===== config.mk =====
export PLATFORM = sky130hd
export DESIGN_NAME = secret_digit_gen
export DESIGN_NICKNAME = d
export VERILOG_FILES = /design/src/rtl/secret_digit_gen.sv
export SDC_FILE = /design/constraint.sdc
export NUM_CORES = 1
export LEC_CHECK = 0
export CAP_MARGIN = 20
export CORE_MARGIN = 10
export CORE_UTILIZATION = 35
export CTS_BUF_LIST = sky130_fd_sc_hd__clkbuf_4 sky130_fd_sc_hd__clkbuf_8
export CTS_CLUSTER_SIZE = 28
export DETAILED_ROUTE_END_ITERATION = 12
export DONT_BUFFER_PORTS = 1
export PLACE_DENSITY = 0.55
export SETUP_SLACK_MARGIN = 0.05
export SLEW_MARGIN = 5
export SYNTH_ARGS = -nofsm -noshare
export SYNTH_HDL_FRONTEND = slang
export SYNTH_SLANG_ARGS = --single-unit

===== constraint.sdc =====
create_clock -name clk -period 2.8 [get_ports clk]
set_clock_uncertainty 0.1 [all_clocks]
set_input_delay 0.7 -clock clk [delete_from_list [all_inputs] [get_ports clk]]
set_output_delay 0.7 -clock clk [all_outputs]
set_load 0.01 [all_outputs]

===== src/rtl/secret_digit_gen.sv =====
// secret_digit_gen: draws four mutually distinct decimal digits (n1..n4)
// from a free-running 16-bit Galois LFSR mixed with a 1-bit entropy input.
// Out-of-range and duplicate candidates are rejected; after MAX_TRIES
// rejects at one position the smallest unused digit is taken instead, so
// a secret is always ready within 4*(MAX_TRIES+1) cycles of the start edge.
// Optional build macro: LEADING_NONZERO_EN keeps n1 away from 0.
module secret_digit_gen #(
  parameter logic [15:0] SEED      = 16'hACE1,
  parameter logic [7:0]  MAX_TRIES = 8'd255
) (
  input  logic       clk,
  input  logic       enb,
  input  logic       start,
  input  logic       entropy,
  output logic [3:0] n1,
  output logic [3:0] n2,
  output logic [3:0] n3,
  output logic [3:0] n4,
  output logic       valid,
  output logic       busy
);

  typedef enum logic [1:0] {
    ST_IDLE = 2'd0,
    ST_DRAW = 2'd1,
    ST_DONE = 2'd2
  } state_t;

  state_t      r_state;
  logic [15:0] r_lfsr;
  logic [1:0]  r_idx;
  logic [7:0]  r_tries;
  logic [3:0]  r_dig [4];
  logic        r_valid;
  logic        r_busy;

  logic [15:0] w_lfsr_next;
  logic [3:0]  w_cand;
  logic        w_accept;
  logic        w_take;
  logic [3:0]  w_fallback;
  logic [3:0]  w_digit;

  // One Galois step (mask B400, shift right), entropy into bit 0, and
  // reload the seed rather than ever sitting in the all-zero lock-up state.
  function automatic logic [15:0] lfsr_step(input logic [15:0] l, input logic e);
    logic [15:0] t;
    t    = {1'b0, l[15:1]} ^ (l[0] ? 16'hB400 : 16'h0000);
    t[0] = t[0] ^ e;
    return (t == 16'h0000) ? SEED : t;
  endfunction

  // A digit is blocked at position idx when an earlier position holds it;
  // with the leading-nonzero build, 0 is also blocked at position 0.
  function automatic logic digit_blocked(input logic [3:0] c, input logic [1:0] idx,
                                         input logic [3:0] d0, input logic [3:0] d1,
                                         input logic [3:0] d2);
    logic b;
    b = ((idx >= 2'd1) && (c == d0)) ||
        ((idx >= 2'd2) && (c == d1)) ||
        ((idx == 2'd3) && (c == d2));
`ifdef LEADING_NONZERO_EN
    b = b || ((idx == 2'd0) && (c == 4'd0));
`endif
    return b;
  endfunction

  // Smallest digit 0..9 not blocked at idx; at most four values are ever
  // blocked, so a free digit always exists.
  function automatic logic [3:0] first_free(input logic [1:0] idx, input logic [3:0] d0,
                                            input logic [3:0] d1, input logic [3:0] d2);
    logic [3:0] r;
    r = 4'd9;
    for (int v = 9; v >= 0; v--) begin
      r = digit_blocked(4'(v), idx, d0, d1, d2) ? r : 4'(v);
    end
    return r;
  endfunction

  // Candidate evaluation: accept, retry, or fall back for the current position.
  always_comb begin
    w_lfsr_next = lfsr_step(r_lfsr, entropy);
    w_cand      = r_lfsr[3:0];
    w_accept    = (w_cand <= 4'd9) &&
                  !digit_blocked(w_cand, r_idx, r_dig[0], r_dig[1], r_dig[2]);
    w_fallback  = first_free(r_idx, r_dig[0], r_dig[1], r_dig[2]);
    w_take      = w_accept || (r_tries == MAX_TRIES);
    if (w_accept) begin
      w_digit = w_cand;
    end else begin
      w_digit = w_fallback;
    end
  end

  // LFSR free-run plus the IDLE/DRAW/DONE control with registered outputs.
  always_ff @(posedge clk) begin
    if (enb) begin
      r_lfsr  <= SEED;
      r_state <= ST_IDLE;
      r_idx   <= 2'd0;
      r_tries <= 8'd0;
      r_valid <= 1'b0;
      r_busy  <= 1'b0;
      for (int i = 0; i < 4; i++) r_dig[i] <= 4'd0;
    end else begin
      r_lfsr <= w_lfsr_next;
      case (r_state)
        ST_IDLE, ST_DONE: begin
          if (start) begin
            r_state <= ST_DRAW;
            r_idx   <= 2'd0;
            r_tries <= 8'd0;
            r_valid <= 1'b0;
            r_busy  <= 1'b1;
            for (int i = 0; i < 4; i++) r_dig[i] <= 4'd0;
          end
        end
        ST_DRAW: begin
          if (w_take) begin
            r_dig[r_idx] <= w_digit;
            r_tries      <= 8'd0;
            if (r_idx == 2'd3) begin
              r_state <= ST_DONE;
              r_idx   <= 2'd0;
              r_valid <= 1'b1;
              r_busy  <= 1'b0;
            end else begin
              r_idx <= r_idx + 2'd1;
            end
          end else begin
            r_tries <= r_tries + 8'd1;
          end
        end
        default: begin
          r_state <= ST_IDLE;
          r_idx   <= 2'd0;
          r_tries <= 8'd0;
          r_valid <= 1'b0;
          r_busy  <= 1'b0;
        end
      endcase
    end
  end

  assign n1    = r_dig[0];
  assign n2    = r_dig[1];
  assign n3    = r_dig[2];
  assign n4    = r_dig[3];
  assign valid = r_valid;
  assign busy  = r_busy;

endmodule

After elaboration in Yosys (flattened, before gate mapping)
Memories as Yosys holds them, arrays and structs flattened.
Index checks and enable logic that the tools add are counted.
W data, S select, Z words.
{"block": "classes", "n_addsub": 2, "mul": 0, "div": 0, "n_lt_le_gt_ge": 3, "eq_ne": 34, "shifts": 0, "mux": 47, "bitwise_logic": 6, "n_reduce_logical": 63}
{"op": "$mux W4", "n": 14}
{"op": "$eq A3 B4 Y1 const A", "n": 12}
{"op": "$logic_and A1 B1 Y1", "n": 31}
{"op": "$eq A2 B4 Y1 const A", "n": 6}
{"op": "$logic_or A1 B1 Y1", "n": 21}
{"op": "$mux W1", "n": 18}
{"op": "$logic_not A16 Y1", "n": 1}
{"op": "$mux W16", "n": 1}
{"op": "$mux W8", "n": 2}
{"op": "$pmux W8 S2", "n": 1}
{"op": "$xor A15 B16 Y16", "n": 1}
{"op": "$mux W2", "n": 7}
{"op": "$eq A1 B4 Y1 const A", "n": 3}
{"op": "$eq A4 B4 Y1", "n": 3}
{"op": "$eq A4 B4 Y1 const A", "n": 3}
{"op": "$logic_not A4 Y1", "n": 3}
{"op": "$add A8 B1 Y8 const B", "n": 1}
{"op": "$eq A8 B8 Y1 const B", "n": 1}
{"op": "$pmux W2 S2", "n": 2}
{"op": "$ne A2 B2 Y1 const B", "n": 3}
{"op": "$eq A2 B2 Y1 const B", "n": 2}
{"op": "$le A4 B4 Y1 const B", "n": 1}
{"op": "$or A1 B1 Y1", "n": 4}
{"op": "$pmux W1 S2", "n": 2}
{"op": "11 further kinds", "n": 12}
{"block": "word_totals", "register_bits": 30, "latchBits": 0, "ram_bits": 16, "romBits": 0, "input_bits": 4, "out_inout_bits": 18, "word_cells": 162, "n_memories": 1}
{"name": "r_dig", "words": 4, "width": 4, "read_ports": 4, "rd_clocked_by_memory_dff": 0, "write_ports": 4, "line_no": "33", "text": "logic [3:0] r_dig [4];"}

Logic depth before layout (Yosys ltp)
{"block": "logic_depth", "ltp_word": 15, "ltp_mapped": 8}

Worst setup path before layout
No wires, ideal clock.
{"block": "synth_timing", "kind": "register to register", "start": "register r_idx[1]", "end": "memory r_dig[0][0] (data pin)", "setup_time_ns": 0.267, "t_arrival_ns": 1.763, "t_required_ns": 2.433, "path_slack_ns": 0.670, "stages_incl_launch_ff": 7, "path_cell_list": "dfxtp_1 -> ha_1 -> or4b_2 -> o211ai_1 -> a31oi_1 -> mux2i_1 -> nor2_1"}
{"item": "from (decl)", "line_no": "31", "text": "logic [1:0] r_idx;"}
{"item": "from (signal assigned)", "line_no": "128", "text": "r_idx <= r_idx + 2'd1;"}
{"item": "to (decl)", "line_no": "33"}

==> results.txt <==
post_cts resized: 0
Reg2Reg Capture Point: r_dig[3][0]
Port Buffers: 0
max cap viols: 0
Netlist cell types: 40
Antenna Nets Post-Route: 0
Cell Rows: 27
core box area: 5642 sq um
DIE HEIGHT: 96.97 um
Setup crit start kind: flip-flop
CP required: 2.73 ns
Leak: 0.7720 nW
Fmax: 399.4 MHz
clk slew on worst S/H paths: 0.09 ns
total power: 0.001371 W
cts bufs inserted: 5
Final Routed Wirelength: 4358 um
R2R Setup Slk: 0.30 ns
GRT Total Usage: 9.137%
vias in the first global route: 1417
hold_buf cts: 0
largest net degree at the start of global routing: 23
asr flop ratio synth: 0%
Cells after Synth: 210
warnings from Yosys: 0
initial antenna violation count: 0
crit path from: r_idx[1]
Final Setup Violations: 0
ant diodes: 0
Seq/Total Area, Yosys: 51.18%
Clock Latency Late Sink: 0.29 ns
num ports: 22
area of the mapped netlist: 2073 sq um
post-layout net count: 219
DR pass1 iterations: 4
Initial Utilization: 36.75%
relative slew slack: 42.52%
die footprint: 9402 sq um
unrepaired setup endpoints after global routing: no
routed via count: 1444
Post-CTS Setup Inserts: 0
Top FF cell, synth: dfxtp_1
wire per inst: 15.40 um
first-pass GRT wire length: 7300 um
vias per cell: 5.102
CTS tree: built
Post-Syn Nets: 219
FF-to-FF Start: r_idx[1]
Arr. time, crit path: 2.43 ns
total grt overflow: 0
WS Path Type: flip-flop to flip-flop
Slew Viols, Final: 0
total negative setup slack: 0 ns
mean post-synth cell area: 9.873 sq um
Hold Crit Class: flip-flop to flip-flop
Worst-Margin Slew: 0.8510 ns
CP Capture Point: r_dig[3][0]
Tcrit/Tclk final: 89.42%
status: completed
clk buf depth: 2
share of cells above drive strength 1: 6.635%
Die X-Extent: 96.97 um
#FFs+latches synth: 45
Syn-to-layout area delta: 8.147%
number of flops mapped to enable cells by yosys: 16
min cycle time layout: 2.504 ns
drt drc: 0
Final Hold Violating Endpoints: 0
placer congestion estimate: 0.8011
CTS Sinks: 45
Starting DRT DRC Count: 55
VDD IR-drop max: 0.0003405 V
Worst Setup End Kind: flip-flop
cells on worst reg2reg path: 6
crit path max fanout: 6
hpwl dp: 3280 um
H-tree levels: 2
root buf cell: clkbuf_8
Pwr Density: 611.3 nW/um^2
[critical path, cell delays in order (launching register included)]
cell and delay, ns:
dfxtp_1 0.41, ha_1 0.32, or4b_2 0.64, o211ai_1 0.21, a31oi_1 0.10, mux2i_1 0.37
nor2_1 0.09
[sequential cells by signal, summed over array words and instances (netlist names)]
name and flops:
busy 1, r_dig 16, r_idx 2, r_lfsr 16, r_state 2, r_tries 8
[cell type report]
cell class,count,area (sq um)
Tap cell,72,90.09
Sequential cell,45,1061
Clock buffer,7,90.09
Clock inverter,1,30.03
Inverter,6,22.52
Timing Repair Buffer,1,7.507
Fill cell,556,3400
Multi-Input combinational cell,151,940.9
[cells in the final DEF (no fill, tap or decap), drive strengths merged, types with 2 or more instances in the layout]
master and n:
ha 5, o2111ai 2, clkbuf 7, nor2b 4
a41oi 2, or3 5, xnor2 15, or4 2
o211ai 6, nor4 2, edfxtp 16, nand2b 5
or2b 2, nor2 26, nand3 7, o21ai 3
and2 4, dfxtp 29, inv 6, o21a 2
a21oi 7, nand4 2, xor2 6, nor3 11
nand2 20, mux2i 3
[metal layers]
layer / global-route usage (%) / up-vias / part of all wire (%)
met4: 2.480 / 0 / 1.2
met5: 0 / - / 0
met2: 13.80 / 26 / 46
li1: - / 734 / -
met3: 3.620 / 6 / 6.4
met1: 11.71 / 678 / 46
[metrics by stage]
stage                     cell area [sq um]  hold WS, ns  setup slack [ns]  instances  util, %
after floorplan                        2073       0.3108            0.6703        210        -
after global placement                 2122       0.3169            0.2992        275    37.61
after detailed placement               2122       0.3252            0.3193        275    37.61
after CTS                              2242       0.3451            0.2943        283    39.74
after global routing                   2242       0.3472           0.09707        283    39.74
final                                  2242       0.3399            0.2961        283    39.74
[cell families after synthesis]
kind of cell	after synthesis	synth area share, %
AO/OA/AOI/OAI	28	9.535
XOR/XNOR	21	8.872
adder cells (fa/ha/maj)	5	3.018
buffers and inverters	14	3.440
flip-flops	45	51.18
multiplexers	3	1.448
AND/OR/NAND/NOR	94	22.51
[worst min path at each step]
stage / start / end / slack (ns) / depth (start not counted)
final: r_lfsr[12] / r_lfsr[11] / 0.34 / 1
after global routing: enb / r_state[0] / 0.35 / 1
after CTS: r_lfsr[12] / r_lfsr[11] / 0.35 / 1
after detailed placement: r_lfsr[12] / r_lfsr[11] / 0.33 / 1
after global placement: r_lfsr[12] / r_lfsr[11] / 0.32 / 1
after floorplan: r_lfsr[7] / r_lfsr[6] / 0.31 / 1
[power by group]
group	switching, W	internal, W	total (W)
logic	0.0000566	0.0000445	0.000101
registers	0.0000473	0.000713	0.000760
clock network	0.000209	0.000301	0.000509
total	0.000313	0.00106	0.00137
[synth_stat cells (all sizes together) (2+ instances only)]
library cell	instances	share of area (%)
a21oi	7	1.7
a41oi	2	0.85
and2	4	1.2
buf	6	2.0
clkbuf	2	0.36
dfxtp	29	28
edfxtp	16	23
ha	5	3.0
inv	6	1.1
mux2i	3	1.4
nand2	20	3.6
nand2b	5	1.5
nand3	7	1.7
nand4	2	0.60
nor2	26	4.7
nor2b	4	1.2
nor3	11	2.9
nor4	2	0.60
o2111ai	2	0.85
o211ai	6	2.2
o21a	2	0.72
o21ai	3	0.72
or2b	2	0.72
or3	5	1.5
or4	2	0.72
xnor2	15	6.3
xor2	6	2.5
No activity file was read; power rests on OpenSTA's default activity.
